File: src/rtl/uart_rx.sv
`default_nettype none
// ============================================================================
// Module  : uart_rx
// Brief   : 8N1 UART receiver with 2-flop input synchroniser, one-entry
//           valid/ready output register, framing-error and overrun pulses.
// Revision: 1.0 - initial release
// ============================================================================
module uart_rx #(
    parameter int DATA_WIDTH = 8,
    parameter int BAUD_RATE  = 115200,
    parameter int CLK_FREQ   = 100_000_000
) (
    input  logic                  clk,
    input  logic                  rstn,
    input  logic                  rx_sig,
    output logic [DATA_WIDTH-1:0] data_to_host,
    output logic                  valid_to_host,
    input  logic                  ready_from_host,
    output logic                  frame_err,
    output logic                  overrun
);

    localparam int PULSE_WIDTH = CLK_FREQ / BAUD_RATE;
    localparam int HALF_PULSE  = PULSE_WIDTH / 2;
    localparam int c_cnt_w     = $clog2(PULSE_WIDTH);
    localparam int c_idx_w     = $clog2(DATA_WIDTH + 1);

    localparam logic [c_cnt_w-1:0] c_half_last  = c_cnt_w'(HALF_PULSE - 1);
    localparam logic [c_cnt_w-1:0] c_pulse_last = c_cnt_w'(PULSE_WIDTH - 1);
    localparam logic [c_idx_w-1:0] c_bit_last   = c_idx_w'(DATA_WIDTH - 1);

    typedef enum logic [2:0] {
        S_IDLE      = 3'd0,
        S_START     = 3'd1,
        S_DATA      = 3'd2,
        S_STOP      = 3'd3,
        S_WAIT_HIGH = 3'd4
    } state_t;

    state_t                r_state;
    logic                  r_sync1;
    logic                  r_sync2;
    logic [c_cnt_w-1:0]    r_clk_cnt;
    logic [c_idx_w-1:0]    r_bit_idx;
    logic [DATA_WIDTH-1:0] r_shift;
    logic [DATA_WIDTH-1:0] r_data;
    logic                  r_valid;
    logic                  r_frame_err;
    logic                  r_overrun;
    logic                  w_rx_s;

    // Synchroniser flops reset high so reset never looks like a start bit.
    always_ff @(posedge clk or negedge rstn) begin
        if (!rstn) begin
            r_sync1 <= 1'b1;
            r_sync2 <= 1'b1;
        end else begin
            r_sync1 <= rx_sig;
            r_sync2 <= r_sync1;
        end
    end

    assign w_rx_s = r_sync2;

    always_ff @(posedge clk or negedge rstn) begin
        if (!rstn) begin
            r_state     <= S_IDLE;
            r_clk_cnt   <= '0;
            r_bit_idx   <= '0;
            r_shift     <= '0;
            r_data      <= '0;
            r_valid     <= 1'b0;
            r_frame_err <= 1'b0;
            r_overrun   <= 1'b0;
        end else begin
            r_frame_err <= 1'b0;
            r_overrun   <= 1'b0;
            if (r_valid && ready_from_host) begin
                r_valid <= 1'b0;
            end

            case (r_state)
                S_IDLE: begin
                    r_clk_cnt <= '0;
                    r_bit_idx <= '0;
                    if (!w_rx_s) begin
                        r_state <= S_START;
                    end
                end

                S_START: begin
                    if (r_clk_cnt == c_half_last) begin
                        r_clk_cnt <= '0;
                        r_bit_idx <= '0;
                        r_state   <= w_rx_s ? S_IDLE : S_DATA;
                    end else begin
                        r_clk_cnt <= r_clk_cnt + 1'b1;
                    end
                end

                S_DATA: begin
                    if (r_clk_cnt == c_pulse_last) begin
                        r_clk_cnt <= '0;
                        r_shift   <= {w_rx_s, r_shift[DATA_WIDTH-1:1]};
                        if (r_bit_idx == c_bit_last) begin
                            r_bit_idx <= '0;
                            r_state   <= S_STOP;
                        end else begin
                            r_bit_idx <= r_bit_idx + 1'b1;
                        end
                    end else begin
                        r_clk_cnt <= r_clk_cnt + 1'b1;
                    end
                end

                S_STOP: begin
                    if (r_clk_cnt == c_pulse_last) begin
                        r_clk_cnt <= '0;
                        if (w_rx_s) begin
                            r_state <= S_IDLE;
                            // A same-edge handshake frees the slot for the new byte.
                            if (!r_valid || ready_from_host) begin
                                r_data  <= r_shift;
                                r_valid <= 1'b1;
                            end else begin
                                r_overrun <= 1'b1;
                            end
                        end else begin
                            r_frame_err <= 1'b1;
                            r_state     <= S_WAIT_HIGH;
                        end
                    end else begin
                        r_clk_cnt <= r_clk_cnt + 1'b1;
                    end
                end

                S_WAIT_HIGH: begin
                    r_clk_cnt <= '0;
                    if (w_rx_s) begin
                        r_state <= S_IDLE;
                    end
                end

                default: begin
                    r_state   <= S_IDLE;
                    r_clk_cnt <= '0;
                    r_bit_idx <= '0;
                end
            endcase
        end
    end

    assign data_to_host  = r_data;
    assign valid_to_host = r_valid;
    assign frame_err     = r_frame_err;
    assign overrun       = r_overrun;

endmodule
`default_nettype wire

File: config.mk
export PLATFORM = sky130hd
export DESIGN_NAME = uart_rx
export DESIGN_NICKNAME = d
export VERILOG_FILES = /design/src/rtl/uart_rx.sv
export SDC_FILE = /design/constraint.sdc
export NUM_CORES = 1
export LEC_CHECK = 0
export BUFFER_PORTS_ARGS = -buffer_cell sky130_fd_sc_hd__buf_2
export CAP_MARGIN = 5
export CORE_MARGIN = 3
export CORE_UTILIZATION = 58
export DETAILED_ROUTE_END_ITERATION = 8
export GPL_TIMING_DRIVEN = 1
export PLACE_DENSITY = 0.78
export SYNTH_ARGS = -nofsm -noshare
export SYNTH_HDL_FRONTEND = slang
export SYNTH_SLANG_ARGS = --single-unit
File: constraint.sdc
create_clock -name clk -period 2.2 [get_ports clk]
set_input_delay 0 -clock clk [delete_from_list [all_inputs] [get_ports clk]]
set_output_delay 0 -clock clk [all_outputs]
set_load 0.1 [all_outputs]
**Word level (Yosys, flattened, before mapping)**

Index checks and enable logic that the tools add are counted.

- Register bits: 38
- Input bits: 4
- Output and inout port bits: 11
- Word-level logic and storage cells: 64

- $add $sub $neg: 2
- Equality and inequality tests: 13
- Mux-type cells: 28
- Bitwise operators: 1
- Reductions and logical operators: 10

Operators with widths:

| cell | number |
|---|---|
| $mux 3 | 7 |
| $mux 10 | 2 |
| $pmux 10 s2 | 1 |
| $pmux 3 s5 | 1 |
| $mux 1 | 12 |
| $mux 4 | 3 |
| $ne 2x2->1 const B | 6 |
| $pmux 4 s3 | 1 |
| $add 10x1->10 const B | 1 |
| $eq 10x10->1 const B | 1 |
| $eq 10x9->1 const B | 1 |
| $eq 3x2->1 const B | 2 |
| $reduce_and 6->1 | 1 |
| $add 4x1->4 const B | 1 |
| $eq 4x3->1 const B | 1 |
| $reduce_and 4->1 | 1 |
| $reduce_or 2->1 | 2 |
| $eq 3x1->1 const B | 1 |
| $eq 3x3->1 const B | 1 |
| $logic_not 3->1 | 1 |
| $reduce_and 3->1 | 1 |
| $mux 2 | 1 |
| $reduce_and 2->1 | 1 |
| $logic_and 1x1->1 | 1 |
| 3 further kinds | 3 |

**Depth between registers and ports, before layout**

Gate-level depths: netlist of the first run.

- Depth after elaboration: 6
- Mapped depth: 6
- Gate-level depth less buffers: 6

**Worst setup path after synthesis of the first run**

Ideal clock, no wire load.

- Path type: reg-to-reg
- From: register r_valid (netlist: valid_to_host)
- To: register r_data[0] (netlist: data_to_host[0])
- Setup time: 0.125 ns
- Arrival: 1.681 ns
- Required time: 2.075 ns
- Path slack: 0.394 ns
- Stages on the path, launching flop included: 5
- Buffers on the path: 0
- Clock period less this slack: 1.806 ns
- Path through: dfrtp_1 -> nand2b_1 -> nand4_1 -> nor2_4 -> mux2_2

- Word-level cells in the longest chain between the ends: 3

Ends and longest elaborated chain:

| element | RTL line | RTL |
|---|---|---|
| start, declared | 47 | `logic r_valid;` |
| start signal, assigned | 72 | `r_valid <= 1'b0;` |
| start signal, assigned | 79 | `r_valid <= 1'b0;` |
| start signal, assigned | 124 | `r_valid <= 1'b1;` |
| $logic_not 1->1 | 122 | `if (!r_valid \|\| ready_from_host) begin` |
| $logic_or 1x1->1 | 122 |  |
| $reduce_and 4->1 (no source line) | - |  |
| end signal, assigned | 123 | `r_data <= r_shift;` |
| end, declared | 46 | `logic [DATA_WIDTH-1:0] r_data;` |

No other way between the ends.
A chain may end at the register's enable or synchronous reset.

**Final worst setup path of the first run**

- From: register r_clk_cnt[0]
- To: register r_data[5] (netlist: data_to_host[5])

- Word-level cells in the longest chain between the ends: 2

Ends and longest elaborated chain:

| element | RTL line | RTL |
|---|---|---|
| start, declared | 43 | `logic [c_cnt_w-1:0] r_clk_cnt;` |
| start signal, assigned | 97 | `r_clk_cnt <= r_clk_cnt + 1'b1;` |
| start signal, assigned | 112 | `r_clk_cnt <= r_clk_cnt + 1'b1;` |
| start signal, assigned | 133 | `r_clk_cnt <= r_clk_cnt + 1'b1;` |
| $eq 10x10->1 | 117 | `if (r_clk_cnt == c_pulse_last) begin` |
| $reduce_and 4->1 (no source line) | - |  |

No other way between the ends.

==> results of run 1 <==
==> routing by layer <==
metal	part of all wire, %	GRT usage (%)
met3	3.6	5.870
met5	0	0
met4	1.5	6.970
met2	48	30.49
met1	47	26.10
==> timing repair <==
item,4_1_cts,5_1_grt
gates resized for setup,0,0
endpoints found under the hold margin,39,0
hold buffers,3,0
==> sequential cells by signal, summed over array words and instances (netlist names) <==
name / cells
data_to_host: 8
frame_err: 1
overrun: 1
r_bit_idx: 4
r_clk_cnt: 10
r_shift: 8
r_state: 3
r_sync1: 1
r_sync2: 1
valid_to_host: 1
==> area by class of cell <==
| type | count | share of cell area (%) |
|---|---|---|
| timing repair buffer | 17 | 5.000 |
| multi-input combinational | 99 | 39.88 |
| sequential | 38 | 47.62 |
| tap | 31 | 1.938 |
| inverter | 7 | 1.313 |
| clock buffer | 7 | 2.750 |
| clock inverter | 1 | 1.500 |
==> logic make-up after synthesis <==
logic type	Yosys count	share of synthesized area, %
buffers and inverters	10	2.507
AO/OA/AOI/OAI	18	7.800
flip-flops	38	53.06
adder cells (fa/ha/maj)	3	2.089
XOR/XNOR	8	3.900
AND/OR/NAND/NOR	52	17.83
multiplexers	18	12.81
==> where the power goes <==
| group | leakage (uW) | switching (uW) | internal [uW] |
|---|---|---|---|
| clock network | 0.0000455 | 219 | 272 |
| registers | 0.000509 | 2.15 | 702 |
| logic | 0.000421 | 13.7 | 5.76 |
| total | 0.000975 | 235 | 979 |
==> stage by stage <==
stage | hold slack (ps) | instances | setup WS (ps) | instance area (um^2) | power, uW
5_1_grt | 291.5 | 200 | 217.5 | 2002 | 1271
3_5_place_dp | 109.9 | 189 | 324.8 | 1887 | 733.8
2_1_floorplan | -295.6 | 147 | 393.7 | 1797 | 717.3
3_3_place_gp | 104.6 | 189 | 417.6 | 1887 | 732.8
6_report | 274.9 | 200 | 325.9 | 2002 | 1214
4_1_cts | 302.9 | 200 | 324.6 | 2002 | 1228
==> worst min path at each step <==
stage	cells past startpoint	end
2_1_floorplan	0	data_to_host[0]
3_3_place_gp	1	r_sync1
3_5_place_dp	1	r_sync1
4_1_cts	2	valid_to_host
5_1_grt	2	r_sync1
6_report	2	valid_to_host
==> worst max-delay path, delay by kind of cell, from the launching register on <==
| kind | cells | cell delay, ps |
|---|---|---|
| adder cells (fa/ha/maj) | 1 | 240 |
| multiplexers | 1 | 370 |
| flip-flops | 1 | 430 |
| AND/OR/NAND/NOR | 3 | 730 |
==> placed cells by master, fill, tap and decap left out, types with 3 or more instances in the layout <==
cell	instances
a41oi_1	4
buf_2	14
clkbuf_4	5
dfrtp_1	36
dlygate4sd3_1	3
ha_1	3
inv_1	7
mux2_2	8
mux2_4	8
nand2_1	5
nand2b_1	4
nand3_1	4
nand4_1	7
nor2_1	16
xor2_1	6
==> flow_summary.json, run 1 <==
{
  "status": "complete, no violations",
  "slowest_stage": "dfrtp_1",
  "crit_path_end_kind": "register",
  "area_growth_pct": 11.42,
  "synth_fp_nets": 154,
  "r2r_start": "r_clk_cnt[0]",
  "grt_first_pass_wirelength_um": 5409,
  "r2r_setup_slack_ps": 330,
  "synth-edff-count": 0,
  "ioPinCount": 15,
  "grt_max_degree": 39,
  "multiInputGateArea_um2": 798.3,
  "fmaxAchievable_mhz": 533.6,
  "dr_total_vias": 1188,
  "netlist.area_leader.share_pct": 50.14,
  "initial_core_util_pct": 62.98,
  "startpoint": "r_clk_cnt[0]",
  "hold_viol": 0,
  "rsz0062_at_grt": "false",
  "drt_iter0_markers": 81,
  "ys_seq_elements": 38,
  "synthCells": 147,
  "critPathKind": "register to register",
  "cts_setup_buffers": 0,
  "grt_usage_pct": 19.62,
  "fill_cells": 200,
  "yosysTopAreaCell": "dfrtp_1",
  "overflow": 0,
  "detail-route-antenna-nets": 0,
  "die_x_um": 61.66,
  "yosys_warnings": 0,
  "reg2reg_to": "data_to_host[5]",
  "synth_most_common_cell": "dfrtp_1",
  "synth.top_cells.by_area": "dfrtp_1, mux2_4, mux2_2",
  "antenna_found_initial": 0,
  "place.gp.congestion": 0.8354,
  "worstPathRequired_ps": 2420,
  "nNetsFinal": 175,
  "clk_pin_slew_ps": 120,
  "regArea_um2": 953.4,
  "cts_tree": "built",
  "drv_cap": 0,
  "die_height_um": 61.66,
  "firstDrtPassIters": 4,
  "synth_area_um2": 1797,
  "fin_tns_setup_ps": 0,
  "power.leakage_uw": 0.0009752,
  "avgViaCountPerCell": 5.940,
  "crit_path_start_kind": "register",
  "portBuffers": 14,
  "routedWlPerCell_um": 15.38,
  "max_slew.worst_pin.slew_ps": 804.7,
  "grt_pass1_vias": 1211,
  "syn_avg_cell_area_um2": 12.22,
  "clock-sinks": 38,
  "arrival_ps": 2090,
  "synth-main-ff-cell": "dfrtp_1",
  "clock_skew_ps": 24.88,
  "core-area_um2": 2853,
  "final.period_utilization_pct": 85.19,
  "setup_viol": 0,
  "crit_fanout": 8,
  "holdCritPathClass": "input pin to async pin",
  "insertion_delay_ps": 340,
  "route.detailed.drc": 0,
  "dieArea_um2": 3801,
  "crit_path_end": "data_to_host[5]",
  "cts.path.max_buffers": 2,
  "row_count": 19,
  "hpwlAfterDp_um": 2202,
  "reg2regPathDepth": 5,
  "root_buffer": "clkbuf_4",
  "synth_cell_types": 39,
  "period_minus_slack_ps": 1874,
  "htreeDepth": 2,
  "critPathMaxStageDelay_ps": 430,
  "finalMaxSlewViolations": 0,
  "seq_area_frac_synth_pct": 53.06,
  "synth_common_cells": "dfrtp_1, nor2_1, mux2_2, mux2_4",
  "cts_buffers": 5,
  "async_flop_share_pct": 100.0,
  "worstPathCellList": "ha_1 -> and4bb_2 -> nand3_4 -> nor2_4 -> mux2_2",
  "slew_headroom_pct": 46.35,
  "drive_gt1_share_pct": 28.40,
  "insertedDiodeCount": 0,
  "ir_drop_mv": 0.6114,
  "fin_util_pct": 70.18,
  "power_density_nw_per_um2": 606.3,
  "wl_um": 3075
}
(Power assumes the default switching activity.)
==> run 2: changes to the inputs <==
--- a/config.mk
+++ b/config.mk
@@ -8,10 +8,10 @@
 export BUFFER_PORTS_ARGS = -buffer_cell sky130_fd_sc_hd__buf_2
 export CAP_MARGIN = 5
 export CORE_MARGIN = 3
-export CORE_UTILIZATION = 58
+export CORE_UTILIZATION = 52
 export DETAILED_ROUTE_END_ITERATION = 8
 export GPL_TIMING_DRIVEN = 1
-export PLACE_DENSITY = 0.78
+export PLACE_DENSITY = 0.74
 export SYNTH_ARGS = -nofsm -noshare
 export SYNTH_HDL_FRONTEND = slang
 export SYNTH_SLANG_ARGS = --single-unit
==> constraint.sdc (replaced) <==
create_clock -name clk -period 1.6 [get_ports clk]
set_input_delay 0 -clock clk [delete_from_list [all_inputs] [get_ports clk]]
set_output_delay 0 -clock clk [all_outputs]
set_load 0.1 [all_outputs]
==> run 2 against run 1 <==
- the run now ends with setup timing left
- worst hold slack worse by 150 ps
- register-to-register slack worse by 460 ps
- utilization rose by 3.2 points
- count of clock-buffer cells in the layout is 1 lower
- die area grew 10%
- critical path depth increased by 1
- fmax is 8.0% higher
- first-iteration DRC count is 21% lower
- cell count rose by 21%
==> flow_summary.json, run 2 (synthesized netlist as in run 1, its figures left out) <==
{
  "holdCritPathClass": "input pin to async pin",
  "clock_skew_ps": 7.361,
  "overflow": 0,
  "insertedDiodeCount": 0,
  "htreeDepth": 2,
  "power_frac_comb_pct": 2.5,
  "regArea_um2": 954.7,
  "pwr-share-clk_pct": 35.0,
  "grt_max_degree": 39,
  "routedWlPerCell_um": 16.76,
  "power.leakage_uw": 0.001125,
  "die_x_um": 64.78,
  "nNetsFinal": 203,
  "grt_first_pass_wirelength_um": 6879,
  "switching_share_pct": 22.96,
  "antenna_found_initial": 0,
  "critPathKind": "register to register",
  "firstDrtPassIters": 4,
  "max_slew.worst_pin.slew_ps": 486.5,
  "ir_drop_mv": 0.5419,
  "grt_pass1_vias": 1441,
  "slew_headroom_pct": 67.45,
  "portBuffers": 14,
  "avgViaCountPerCell": 5.548,
  "rsz0062_at_grt": "true",
  "worstPathRequired_ps": 1850,
  "cts_tree": "built",
  "root_buffer": "clkbuf_4",
  "p_sw_uw": 354.8,
  "clk_pin_slew_ps": 120,
  "crit_fanout": 5,
  "violations": "setup timing",
  "initial_core_util_pct": 56.54,
  "die_height_um": 64.78,
  "final_area_um2": 2331,
  "dp_slack_ps": -163.8,
  "largest_reg_flops": 10,
  "layout_setup_ws_ps": -135.2,
  "arrival_ps": 1980,
  "cts_buffers": 5,
  "power_density_nw_per_um2": 663.0,
  "hpwlAfterDp_um": 2636,
  "setup_viol": 32,
  "hold_viol": 0,
  "insertion_delay_ps": 350,
  "row_count": 20,
  "p_seq_share_pct": 62.5,
  "place.gp.congestion": 0.9010,
  "ioPinCount": 15,
  "p_int_uw": 1191,
  "dr_total_vias": 1337,
  "drt_iter0_markers": 64,
  "multiInputGateArea_um2": 904.6,
  "dieArea_um2": 4196,
  "detail-route-antenna-nets": 0,
  "mostFrequentLayoutCells": "dfrtp_1, buf_4, nor2_1, mux2_4, buf_2",
  "crit_path_end_kind": "register",
  "fmaxAchievable_mhz": 576.3,
  "final_common_cell": "dfrtp_1",
  "drive_gt1_share_pct": 44.67,
  "drv_cap": 0,
  "grt_usage_pct": 21.86,
  "clock-sinks": 38,
  "area_growth_pct": 29.74,
  "status": "finished, violations left",
  "period_minus_slack_ps": 1735,
  "cts.path.max_buffers": 2,
  "final.period_utilization_pct": 108.4,
  "wl_um": 4038,
  "placed_cell_area_um2": 2100,
  "crit_path_start_kind": "register",
  "core-area_um2": 3178,
  "finalMaxSlewViolations": 0,
  "fill_cells": 222,
  "regMostFlops": "r_clk_cnt",
  "route.detailed.drc": 0
}
run 2: changes by cell type in the layout (fill, tap and decap cells not counted), moves of 2 or more:
| cell | delta |
|---|---|
| ha_2 | +2 |
| buf_6 | +3 |
| a41oi_2 | +2 |
| buf_4 | +23 |
| a211oi_1 | -2 |
| a41oi_1 | -2 |
| ha_1 | -2 |
| mux2_4 | +8 |
| mux2_2 | -8 |
run 2: final cells by class:
type                       instances  share of cell area (%)
multi-input combinational        100                   38.81
tap                               44                   2.362
timing repair buffer              44                   14.01
clock inverter                     2                  0.5368
inverter                           7                   1.127
sequential                        38                   40.96
clock buffer                       6                   2.201
run 2: through the flow:
step	util (%)	setup TNS, ps	std cells	hold slack, ps	power, uW
6_report	73.35	-2447	241	129.2	1545
4_1_cts	71.54	-1469	239	132.5	1547
2_1_floorplan	-	-1500	147	-295.6	986.2
3_5_place_dp	66.06	-1781	224	-23.16	1017
5_1_grt	73.35	-5106	241	144.6	1595
3_3_place_gp	66.06	-182.5	224	-22.94	1016
run 2: worst paths after layout:
check | start | endpoint | slack [ps] | cells past startpoint
min | rstn | r_shift[0] | 130 | 3
max | r_clk_cnt[1] | r_bit_idx[2] | -140 | 6
max in group asynchronous | rstn | r_sync1 | 1220 | 3
max reg2reg | r_clk_cnt[1] | r_bit_idx[2] | -140 | 6
min in group clk | rx_sig | r_sync1 | 280 | 2
min reg2reg | r_sync1 | r_sync2 | 360 | 0
run 2: repair_timing:
action                     4_1_cts  5_1_grt
hold endpoints to repair        41        0
resized for setup               12        8
setup endpoints to repair       33       33
hold buffers                     3        0
setup buffers                    3        2
cloned                           1        0
pin swaps                        5        6
run 2: worst max-delay path: stages (launching register included):
cell and delay [ps]:
dfrtp_1 420, ha_2 210, and4bb_2 260, buf_6 140, a41oi_1 260, a21oi_2 100, a41o_1 250
run 2: power groups by stage:
stage | logic (uW) | clock network, uW | registers (uW)
floorplan | 0.934 | 0 | 985
global placement | 32.1 | 0 | 984
detailed placement | 33.0 | 0 | 984
CTS | 38.7 | 543 | 966
global route | 43.9 | 585 | 967
finish | 38.7 | 541 | 966
run 2: layer usage:
metal | up-vias | share of wire, % | track usage (%)
met4 | 0 | 2.1 | 6.332
met1 | 666 | 43 | 26.69
met5 | - | 0 | 0
li1 | 628 | - | -
met2 | 30 | 52 | 37.68
met3 | 13 | 2.5 | 5.893
